--- config.mk ---
export PLATFORM = sky130hd
export DESIGN_NAME = micro_sequencer
export DESIGN_NICKNAME = d
export VERILOG_FILES = /design/src/rtl/useq_pkg.sv /design/src/rtl/useq_ret_stack.sv /design/src/rtl/micro_sequencer.sv
export SDC_FILE = /design/constraint.sdc
export NUM_CORES = 1
export LEC_CHECK = 0
export CORE_MARGIN = 5
export CORE_UTILIZATION = 40
export DETAILED_ROUTE_END_ITERATION = 10
export GPL_TIMING_DRIVEN = 0
export SYNTH_ARGS = -nofsm -noshare
export SYNTH_HDL_FRONTEND = slang
export SYNTH_SLANG_ARGS = --single-unit
export TNS_END_PERCENT = 5
--- constraint.sdc ---
create_clock -name CLK -period 3.7 [get_ports CLK]
set_input_delay 0.37 -clock CLK [delete_from_list [all_inputs] [get_ports CLK]]
set_output_delay 0.37 -clock CLK [all_outputs]
set_load 0.01 [all_outputs]
--- src/rtl/useq_pkg.sv ---
// Shared types for the micro-program sequencer: FSM states, jump-condition
// encodings and the captured microinstruction control fields.
package useq_pkg;

  localparam int AW_DEF = 22;

  typedef enum logic [1:0] {
    S_IDLE  = 2'b00,
    S_FETCH = 2'b01,
    S_EXEC  = 2'b10,
    S_HALT  = 2'b11
  } useq_state_e;

  typedef enum logic [1:0] {
    JT_MEQ = 2'b00,
    JT_IEQ = 2'b01,
    JT_IGT = 2'b10,
    JT_ILS = 2'b11
  } jmp_type_e;

  typedef struct packed {
    jmp_type_e jmptype;
    logic      incpcjta;
    logic      noc;
    logic      call;
    logic      ret;
    logic      halt;
  } ui_ctrl_t;

  // Flags are packed {ILS, IGT, IEQ, MEQ} so the jump type indexes them directly.
  function automatic logic flag_sel(input jmp_type_e jt, input logic [3:0] flags);
    return flags[jt];
  endfunction

endpackage

--- src/rtl/useq_ret_stack.sv ---
// Return-address LIFO for micro-calls; top of stack is always visible on dout.
module useq_ret_stack #(
  parameter int AW    = 22,
  parameter int DEPTH = 4
) (
  input  logic          clk,
  input  logic          rst,
  input  logic          clr,
  input  logic          push,
  input  logic          pop,
  input  logic [AW-1:0] din,
  output logic [AW-1:0] dout,
  output logic          full,
  output logic          empty
);

  localparam int PW = (DEPTH > 1) ? $clog2(DEPTH) : 1;

  logic [AW-1:0] mem [DEPTH];
  logic [PW:0]   cnt;
  logic [PW-1:0] top_idx;

  assign full    = (cnt == (PW+1)'(DEPTH));
  assign empty   = (cnt == '0);
  assign top_idx = cnt[PW-1:0] - PW'(1);
  assign dout    = mem[top_idx];

  always_ff @(posedge clk or posedge rst) begin
    if (rst)                  cnt <= '0;
    else if (clr)             cnt <= '0;
    else if (push && !full)   cnt <= cnt + (PW+1)'(1);
    else if (pop && !empty)   cnt <= cnt - (PW+1)'(1);
  end

  // Storage needs no reset: entries are only read below the count.
  always_ff @(posedge clk) begin
    if (push && !full && !clr) mem[cnt[PW-1:0]] <= din;
  end

endmodule

--- src/rtl/micro_sequencer.sv ---
// Micro-PC owner: fetch/execute handshake with the control store, flag-conditioned
// jumps, call/return through useq_ret_stack, and halt.
//
//   state   | meaning
//   S_IDLE  | after reset, waiting for START
//   S_FETCH | CS_REQ high, waiting for CS_RDY to capture the microinstruction
//   S_EXEC  | decode captured instruction (held while STALL), pick next UPC
//   S_HALT  | stopped by UI_HALT or stack error, waiting for START
module micro_sequencer
  import useq_pkg::*;
#(
  parameter int            AW         = AW_DEF,
  parameter int            DEPTH      = 4,
  parameter logic [AW-1:0] START_ADDR = '0
) (
  input  logic          CLK,
  input  logic          RST,
  input  logic          START,
  input  logic          STALL,
  input  logic          CS_RDY,
  input  logic [1:0]    UI_JMPTYPE,
  input  logic [AW-1:0] UI_JTA,
  input  logic          UI_INCPCJTA,
  input  logic          UI_NOC,
  input  logic          UI_CALL,
  input  logic          UI_RET,
  input  logic          UI_HALT,
  input  logic          MEQ,
  input  logic          IEQ,
  input  logic          IGT,
  input  logic          ILS,
  input  logic          FLAG_LD,
  output logic          CS_REQ,
  output logic [AW-1:0] CS_ADDR,
  output logic [AW-1:0] UPC,
  output logic          BUSY,
  output logic          HALTED,
  output logic          STK_ERR
);

  useq_state_e   state, state_nxt;
  logic [AW-1:0] upc, upc_nxt, upc_inc, ir_jta, stk_top;
  ui_ctrl_t      ir;
  logic [3:0]    flags;
  logic          cs_req, stk_err, err_set;
  logic          stk_push, stk_pop, stk_clr, stk_full, stk_empty;

  assign upc_inc = upc + AW'(1);

  useq_ret_stack #(.AW(AW), .DEPTH(DEPTH)) u_stack (
    .clk   (CLK),
    .rst   (RST),
    .clr   (stk_clr),
    .push  (stk_push),
    .pop   (stk_pop),
    .din   (upc_inc),
    .dout  (stk_top),
    .full  (stk_full),
    .empty (stk_empty)
  );

  always_ff @(posedge CLK or posedge RST) begin
    if (RST) begin
      state   <= S_IDLE;
      upc     <= START_ADDR;
      cs_req  <= 1'b0;
      stk_err <= 1'b0;
      flags   <= '0;
      ir      <= '0;
      ir_jta  <= '0;
    end else begin
      state  <= state_nxt;
      upc    <= upc_nxt;
      cs_req <= (state_nxt == S_FETCH);
      if (stk_clr)      stk_err <= 1'b0;
      else if (err_set) stk_err <= 1'b1;
      if (FLAG_LD) flags <= {ILS, IGT, IEQ, MEQ};
      if (state == S_FETCH && CS_RDY) begin
        ir     <= '{jmptype: jmp_type_e'(UI_JMPTYPE), incpcjta: UI_INCPCJTA,
                    noc: UI_NOC, call: UI_CALL, ret: UI_RET, halt: UI_HALT};
        ir_jta <= UI_JTA;
      end
    end
  end

  always_comb begin
    state_nxt = state;
    upc_nxt   = upc;
    stk_push  = 1'b0;
    stk_pop   = 1'b0;
    stk_clr   = 1'b0;
    err_set   = 1'b0;
    unique case (state)
      S_IDLE, S_HALT: begin
        if (START) begin
          upc_nxt   = START_ADDR;
          stk_clr   = 1'b1;
          state_nxt = S_FETCH;
        end
      end
      S_FETCH: begin
        if (CS_RDY) state_nxt = S_EXEC;
      end
      S_EXEC: begin
        if (!STALL) begin
          state_nxt = S_FETCH;
          if (ir.call && ir.ret) begin
            err_set   = 1'b1;
            state_nxt = S_HALT;
          end else if (ir.halt) begin
            state_nxt = S_HALT;
          end else if (ir.ret) begin
            if (stk_empty) begin
              err_set   = 1'b1;
              state_nxt = S_HALT;
            end else begin
              stk_pop = 1'b1;
              upc_nxt = stk_top;
            end
          end else if (ir.call) begin
            if (stk_full) begin
              err_set   = 1'b1;
              state_nxt = S_HALT;
            end else begin
              stk_push = 1'b1;
              upc_nxt  = ir_jta;
            end
          end else if (ir.incpcjta && (ir.noc || flag_sel(ir.jmptype, flags))) begin
            upc_nxt = ir_jta;
          end else begin
            upc_nxt = upc_inc;
          end
        end
      end
      default: state_nxt = S_IDLE;
    endcase
  end

  assign CS_REQ  = cs_req;
  assign CS_ADDR = upc;
  assign UPC     = upc;
  assign BUSY    = (state == S_FETCH) || (state == S_EXEC);
  assign HALTED  = (state == S_HALT);
  assign STK_ERR = stk_err;

endmodule

==> impl_results.md, run 1 <==
- Post-DP HPWL: 11580 um
- Total gr overflow: 0
- Die area: 20110 sq um
- Met3 global-route usage: 3.404%
- Tmin final: 3.320 ns
- Post-CTS Hold Buffers: 0
- Overall Global Routing Usage: 17.87%
- R2R setup slack: 0.38 ns
- TritonRoute pass-1 iters: 5
- Initial Utilization: 40.46%
- Critical path data required time: 4.02 ns
- DRC Markers: 0
- Crit-path cells: buf_2 > buf_6 > buf_4 > inv_1 > ha_1 > clkbuf_1 > nand2_1 > nand3_1 > fa_1 > or3_1 > o21ai_0 > a21oi_1 > a311oi_1
- Number of DRC markers in iteration 0: 351
- Yosys Warn Count: 0
- Initial antenna violation count: 0
- Critical path's largest stage delay: 0.42 ns
- Reg-to-reg startpoint: u_stack.cnt[0]$_DFFE_PP0P_
- Final hold vios: 0
- R2R cell count: 13
- Antenna Nets Post-Route: 0
- Chip height: 141.8 um
- First-pass GRT wire length: 27140 um
- Hold Crit Class: input port to async pin
- Deepest clock path buffer count: 2
- Share of cells above drive strength 1: 21.90%
- FF-to-FF End: u_stack.cnt[2]$_DFFE_PP0P_
- M1 GR Usage: 23.26%
- Rows: 48
- CTS clock-pin slew for the worst setup and hold paths: 0.06 ns
- Most numerous cell in the Yosys netlist: edfxtp_1
- Yosys cell types: 59
- Net Count, Synth: 542
- WL final: 16930 um
- Met2 usage: 29.61%
- PortBufs: 86
- Worst-margin pin slew: 0.8461 ns
- Status: complete, no violations
- Synth Register Bits: 150
- Synth area leaders: edfxtp_1, dfrtp_1, mux4_2
- Leak: 0.003261 uW
- Clock Latency Late Sink: 0.43 ns
- Vias/cell: 5.354
- Max_cap viols: 0
- Power consumption: 5777 uW
- EDFF count, synth: 88
- Slowest-stage cell, CP: dfrtp_1
- Cell Area, Placed: 8094 sq um
- Post-synth top area share: 38.03%
- Layout net count: 647
- CTS Buf Count: 17
- Power Density: 660.7 nW/um^2
- RSZ-0062 raised after global routing: no
- Antenna cells: 0
- Final Cell Area: 8745 sq um
- Routed vias: 4481
- Syn_area_per_cell: 14.07 sq um
- Sequential area share after synthesis: 60.35%
- Ys async rst share: 41.33%
- Synthesized cell area: 6949 sq um
- Kind of critical path: flip-flop to flip-flop
- Top cells by count, synth: edfxtp_1, dfrtp_1, mux2_2
- Synthesized instance count: 494
- H-tree levels: 4
- Area delta synth->final: 25.84%
- # IOs: 87
- CTS sink count: 150
- Gpl congestion: 0.8306
- CTS root buf: clkbuf_16
- Gr busiest metal: met2
- Arr. time, crit path: 3.64 ns
- Achievable frequency: 301.2 MHz
- Final Setup Violations: 0
- CTS tree: done
- Ys flop type: edfxtp_1
- Final Max Slew Viols: 0
- Worst-path fanout max: 10
- Period utilization: 89.74%
- Max VDD drop: 367.0 uV
- Clk_skew: 0.01558 ns
- CORE AREA: 17180 sq um
- Vias in the first global route: 4672
- Rel. slew slack: 43.59%
- Pin count of the biggest net entering global routing: 63
- Startpoint types: flip-flop
- Yosys top cell by area: edfxtp_1
- Kind of end point of the critical path: flip-flop
- CTS resizes: 7
- Routed len/inst: 20.23 um
- Die width: 141.8 um
- Post-CTS setup buffer count: 0
## sequential cells by signal (all words and copies together) (netlist names)
register,count
CS_ADDR,22
CS_REQ,1
STK_ERR,1
flags,4
ir,7
ir_jta,22
state,2
u_stack.cnt,3
u_stack.mem,88
## placed cells by master (no fill, tap or decap), drive strengths merged, types with 10 or more instances in the layout
| cell | instances |
|---|---|
| mux2i | 10 |
| edfxtp | 88 |
| dfrtp | 62 |
| inv | 13 |
| mux2 | 34 |
| and2 | 10 |
| nand3 | 13 |
| xnor2 | 11 |
| a22oi | 10 |
| buf | 35 |
| o21ai | 17 |
| nor2 | 16 |
| mux4 | 22 |
| nand2 | 27 |
| clkbuf | 33 |
| nor3 | 12 |
| clkdlybuf4s50 | 86 |
## power by group
group	internal (uW)	total, uW	switching [uW]
combinational	784	1700	916
clock	1210	1870	656
sequential	2020	2210	195
## stage by stage
stage | setup TNS [ns] | std cells | hold slack [ns] | util, % | setup slack, ns
floorplan | 0 | 494 | 0.4701 | - | 0.5644
global placement | -42.17 | 805 | 0.4949 | 47.11 | -0.5738
detailed placement | -43.91 | 805 | 0.4969 | 47.12 | -0.6326
CTS | 0 | 837 | 0.5069 | 50.87 | 0.08865
global route | 0 | 837 | 0.5231 | 50.91 | 0.05654
finish | 0 | 837 | 0.4618 | 50.91 | 0.3798
## metal layers
metal / routed length (um) / part of all wire (%) / vias to the layer above
met3: 558 / 3.3 / 27
li1: - / - / 2066
met1: 7401 / 44 / 2300
met5: 0 / 0 / -
met2: 8612 / 51 / 88
met4: 358 / 2.1 / 0
## logic make-up after synthesis
| kind of cell | after synthesis | share of synthesized area, % |
|---|---|---|
| DFF | 150 | 60.35 |
| adders and majority gates | 9 | 1.729 |
| AOI/OAI and AO/OA | 72 | 7.490 |
| buffers and inverters | 59 | 4.645 |
| xor gates and xnor gates | 14 | 1.765 |
| muxes | 66 | 14.08 |
| and+or+nand+nor | 124 | 9.939 |
## how the worst max path moves through the flow
stage	start	endpoint	slack [ns]	depth (start not counted)
6_report	u_stack.cnt[0]$_DFFE_PP0P_	u_stack.cnt[2]$_DFFE_PP0P_	0.38	13
5_1_grt	u_stack.cnt[0]$_DFFE_PP0P_	u_stack.cnt[2]$_DFFE_PP0P_	0.06	13
4_1_cts	u_stack.cnt[0]$_DFFE_PP0P_	u_stack.cnt[2]$_DFFE_PP0P_	0.09	13
3_5_place_dp	u_stack.cnt[0]$_DFFE_PP0P_	CS_ADDR[9]$_DFFE_PP0P_	-0.63	10
3_3_place_gp	u_stack.cnt[0]$_DFFE_PP0P_	CS_ADDR[17]$_DFFE_PP0P_	-0.57	10
2_1_floorplan	u_stack.cnt[0]$_DFFE_PP0P_	u_stack.cnt[2]$_DFFE_PP0P_	0.56	13
## layout make-up
class | instances | area (sq um)
buffer | 46 | 286.5
clock buffer | 22 | 454.2
clock inverter | 10 | 178.9
fill | 1508 | 8432
inverter | 13 | 51.30
multi-input combinational | 285 | 2437
sequential | 150 | 4194
tap | 225 | 281.5
timing repair buffer | 86 | 860.8
## critical path, delay by kind of cell, from the launching register on
| kind | cells | cell delay [ns] |
|---|---|---|
| buffers and inverters | 5 | 1.09 |
| AND/OR/NAND/NOR | 3 | 0.57 |
| adder cells (fa/ha/maj) | 2 | 0.64 |
| flip-flops | 1 | 0.42 |
| AO/OA/AOI/OAI | 3 | 0.48 |
No activity file was read; power rests on OpenSTA's default activity.
==> run 2, diff against run 1 <==
--- a/config.mk
+++ b/config.mk
@@ -6,9 +6,10 @@
 export NUM_CORES = 1
 export LEC_CHECK = 0
 export CORE_MARGIN = 5
-export CORE_UTILIZATION = 40
+export CORE_UTILIZATION = 55
 export DETAILED_ROUTE_END_ITERATION = 10
 export GPL_TIMING_DRIVEN = 0
+export PLACE_DENSITY = 0.79
 export SYNTH_ARGS = -nofsm -noshare
 export SYNTH_HDL_FRONTEND = slang
 export SYNTH_SLANG_ARGS = --single-unit
==> run 2 against run 1 <==
Compared with the run above: sequential power hardly changed; cell count fell by 6.3%; power fell by 0.57%; clock skew decreased by 0.0099 ns; utilization is 19 points higher; global-route usage is 4.7 points higher; combinational power is essentially flat; sequential share of layout area rose by 0.27 points; via count grew 2.1%.
==> impl_results.md, run 2 (synthesis gave the netlist of run 1 again) <==
- Pin count of the biggest net entering global routing: 35
- Tmin final: 3.283 ns
- Critical path data required time: 4.02 ns
- Layout net count: 647
- Kind of end point of the critical path: flip-flop
- Post-DP HPWL: 11060 um
- Initial Utilization: 55.52%
- PortBufs: 86
- Die area: 14980 sq um
- Chip height: 122.4 um
- Post-CTS Hold Buffers: 0
- Routed len/inst: 20.49 um
- WL final: 16070 um
- H-tree levels: 4
- Initial antenna violation count: 0
- Final hold vios: 0
- Cell Area, Placed: 8045 sq um
- CTS Buf Count: 17
- Rows: 41
- Worst-margin pin slew: 0.8313 ns
- Arr. time, crit path: 3.60 ns
- Vias in the first global route: 4713
- Startpoint types: flip-flop
- Max VDD drop: 367.9 uV
- # IOs: 87
- CTS sink count: 150
- Leak: 0.003257 uW
- Deepest clock path buffer count: 2
- Clock Latency Late Sink: 0.42 ns
- Max_cap viols: 0
- Commonest non-fill, non-tap cell in the layout: edfxtp_1
- Final Setup Violations: 0
- Total gr overflow: 0
- Fin util: 69.47%
- Vias/cell: 5.833
- Period utilization: 88.74%
- Met2 usage: 38.13%
- First-pass GRT wire length: 25400 um
- Final WS setup: 0.4167 ns
- Clk_skew: 0.005645 ns
- CTS tree: done
- DRC Markers: 0
- Final Cell Area: 8696 sq um
- Kind of critical path: flip-flop to flip-flop
- CTS root buf: clkbuf_16
- Achievable frequency: 304.6 MHz
- Power Density: 660.6 nW/um^2
- Hold Crit Class: input port to async pin
- CTS clock-pin slew for the worst setup and hold paths: 0.06 ns
- Antenna cells: 0
- Final setup TNS: 0 ns
- Max FFs per register: 88
- Number of DRC markers in iteration 0: 436
- Antenna Nets Post-Route: 0
- Area delta synth->final: 25.14%
- M1 GR Usage: 29.81%
- Gpl congestion: 0.8327
- Share of cells above drive strength 1: 22.22%
- Routed vias: 4573
- Fill count: 876
- Final hold slack: 0.4072 ns
- Die width: 122.4 um
- Worst Setup Slack post-DPL: -0.4422 ns
- Overall Global Routing Usage: 22.62%
- RSZ-0062 raised after global routing: no
- Final Max Slew Viols: 0
- TritonRoute pass-1 iters: 5
- Status: complete, no violations
- CORE AREA: 12520 sq um
- Most frequent cells in the layout: edfxtp_1, clkdlybuf4s50_1, dfrtp_1
- Rel. slew slack: 44.58%
- Met3 global-route usage: 4.194%
- Gr busiest metal: met2
- Worst-path fanout max: 10
[run 2: path summary, 6_finish.rpt]
kind / start / end / slack (ns) / depth (start not counted)
max in group asynchronous: RST / ir_jta[1]$_DFFE_PP0P_ / 2.66 / 3
worst max-delay path: u_stack.cnt[0]$_DFFE_PP0P_ / u_stack.cnt[2]$_DFFE_PP0P_ / 0.42 / 13
min in group CLK: flags[0]$_DFFE_PP0P_ / flags[0]$_DFFE_PP0P_ / 0.50 / 1
worst min-delay path: RST / flags[3]$_DFFE_PP0P_ / 0.41 / 2
worst min register to register: flags[0]$_DFFE_PP0P_ / flags[0]$_DFFE_PP0P_ / 0.50 / 1
worst max register to register: u_stack.cnt[0]$_DFFE_PP0P_ / u_stack.cnt[2]$_DFFE_PP0P_ / 0.42 / 13
[run 2: repair_timing]
item,CTS,global route
endpoints found under the setup margin,102,111
gates resized for setup,6,4
buffers inserted,0,0
[run 2: worst max-delay path, stage by stage, from the launching register on]
cell      delay [ns]
dfrtp_1         0.44
buf_2           0.25
buf_6           0.23
buf_6           0.22
inv_1           0.13
ha_1            0.21
clkbuf_1        0.19
nand2_1         0.13
nand3_1         0.12
fa_1            0.40
or3_1           0.34
o21ai_0         0.16
a21oi_1         0.09
a311oi_1        0.26
[run 2: layout make-up]
cell class | instances | area (sq um) | area share [%]
buffer | 45 | 284.0 | 3.266
clock buffer | 17 | 425.4 | 4.892
clock inverter | 15 | 210.2 | 2.417
inverter | 13 | 48.80 | 0.5612
multi-input combinational | 285 | 2437 | 28.03
sequential | 150 | 4194 | 48.23
tap | 172 | 215.2 | 2.475
timing repair buffer | 87 | 880.8 | 10.13
[run 2: layer usage]
metal / share of wire (%) / up-vias
li1: - / 2074
met1: 41 / 2337
met2: 53 / 148
met3: 5.0 / 14
met4: 1.2 / 0
met5: 0 / -
[run 2: through the flow]
step	power [uW]	instances
floorplan	3316	494
detailed placement	3904	753
global placement	3839	752
global route	5997	784
CTS	5742	784
finish	5744	784
[run 2: report_power, final]
group	total, uW	switching, uW	internal (uW)
sequential	2210	190	2020
clock	1850	663	1190
combinational	1690	905	783
total	5740	1760	3990
==> variant: new RTL, flow settings as in run 1 <==
Put one more register stage on the output `STK_ERR`, with the module's reset. The value now appears one clock later. The other outputs are not delayed to match.
--- a/src/rtl/micro_sequencer.sv
+++ b/src/rtl/micro_sequencer.sv
@@ -142,5 +142,11 @@
   assign BUSY    = (state == S_FETCH) || (state == S_EXEC);
   assign HALTED  = (state == S_HALT);
-  assign STK_ERR = stk_err;
+  always_ff @(posedge CLK or posedge RST) begin
+    if (RST) begin
+      STK_ERR <= '0;
+    end else begin
+      STK_ERR <= stk_err;
+    end
+  end
 
 endmodule
Check against the original RTL: not equivalent (a bounded check fails within 4 cycles, from zero or initial values and one cycle with RST high).
==> variant against run 1 <==
Worst setup slack gained 0.053 ns. Total power shrank 3.1%. Wire length grew 2.1%. Final area grew 0.11%. Critical endpoint unchanged. Largest cell class unchanged. Non-clock buffer count grew 3. Critical path depth is the same. Synthesized area grew 1.3%. Sequential cell count grew 1.
==> variant: results (changes against run 1) <==
- Outcome: finished clean (unchanged).
- The multi-input logic cell count was 286 (was 285).
- The proportion of cell area occupied by multi-input gates is 28.2% (was 27.9%).
- The detailed placer's ending HPWL came to 11800 um (was 11600 um).
- The fraction of layout instances using a drive strength above 1 is 23.8% (was 21.9%).
- The met2 usage in global routing is 28.6% (was 29.6%).
- Ranking of synthesized cells by area: edfxtp_1 38%, dfrtp_1 22%, mux4_2 7.0%, mux2_2 5.4%, buf_4 2.6% (was edfxtp_1 38%, dfrtp_1 22%, mux4_2 7.1%, mux2_2 5.5%, buf_4 2.4%).
- The worst vdd rail ir drop came to 0.380 mV (was 0.367 mV).
- The critical path data arrival time is 3.59 ns (was 3.64 ns).
- The worst-margin pin slew is 0.860 ns (was 0.846 ns).
- Top cells by count, synth: 88 x edfxtp_1, 63 x dfrtp_1, 34 x mux2_2 (was 88 x edfxtp_1, 62 x dfrtp_1, 34 x mux2_2).
- The static leakage is 0.00328 uW (was 0.00326 uW).
- The mean instance size in the synthesized netlist is 14.1 um2 (about the same).
- The number of nets in the finished design is 653 (was 647).
- The final instance area came to 8750 um2 (was 8740 um2).
- The proportion of register bits with asynchronous set or reset after synthesis was 41.7% (was 41.3%).
- The internal power consumption is 3780 uW (was 4010 uW).
- The worst-case clock skew is 0.00688 ns (was 0.0156 ns).
- The ratio of routed vias to standard cells is 5.43 (was 5.35).
- The final non-filler cell total is 843 (was 837).
- The footprint of the flip-flops and latches is 4220 um2 (was 4190 um2).
- The wire length per cell after detailed routing is 20.5 um (was 20.2 um).
- The count of fill cells added during filler insertion is 1523 (was 1508).
- The global routing usage summed across all routing layers is 17.7% (was 17.9%).
- The routed metal-1 wirelength came to 7700 um (was 7400 um).
- The last weighted congestion value of the routability-driven placer is 0.766 (was 0.831).
- The number of DRC markers after the initial detailed-route iteration came to 420 (was 351).
- The placed cell area is 8180 um2 (was 8090 um2).
- The clock period minus worst slack was 3.27 ns (was 3.32 ns).
- The share of the yosys chip area belonging to registers is 60.0% (was 60.4%).
- The worst hold path class is reg -> reg (was in -> async).
-- variant: changes by cell type in the layout (fill, tap and decap cells not counted), moves of 4 or more --
cell	before	now
nand2b_1	6	1
bufinv_16	5	1
o21ai_0	15	10
a22oi_1	10	1
buf_2	8	13
a32oi_1	0	7
-- variant: kinds of logic (layout without fill, tap and decap cells) --
logic type | count (synthesis) | after routing | share of synthesized area, %
flops | 151 | 151 | 60.0
simple gates | 120 | 120 | 9.67
compound gates | 77 | 77 | 8.05
mux | 65 | 65 | 13.8
buf+inv | 63 | 181 | 4.98
xor+xnor | 15 | 15 | 1.87
fa+ha+maj | 9 | 9 | 1.71
-- variant: power by group through the flow --
stage | registers, uW | logic [uW] | clock network [uW]
floorplan | 2200 | 1140 | 0
global placement | 2260 | 1690 | 0
detailed placement | 2270 | 1730 | 0
CTS | 2230 | 1730 | 1660
global route | 2260 | 1870 | 1740
finish | 2230 | 1720 | 1640
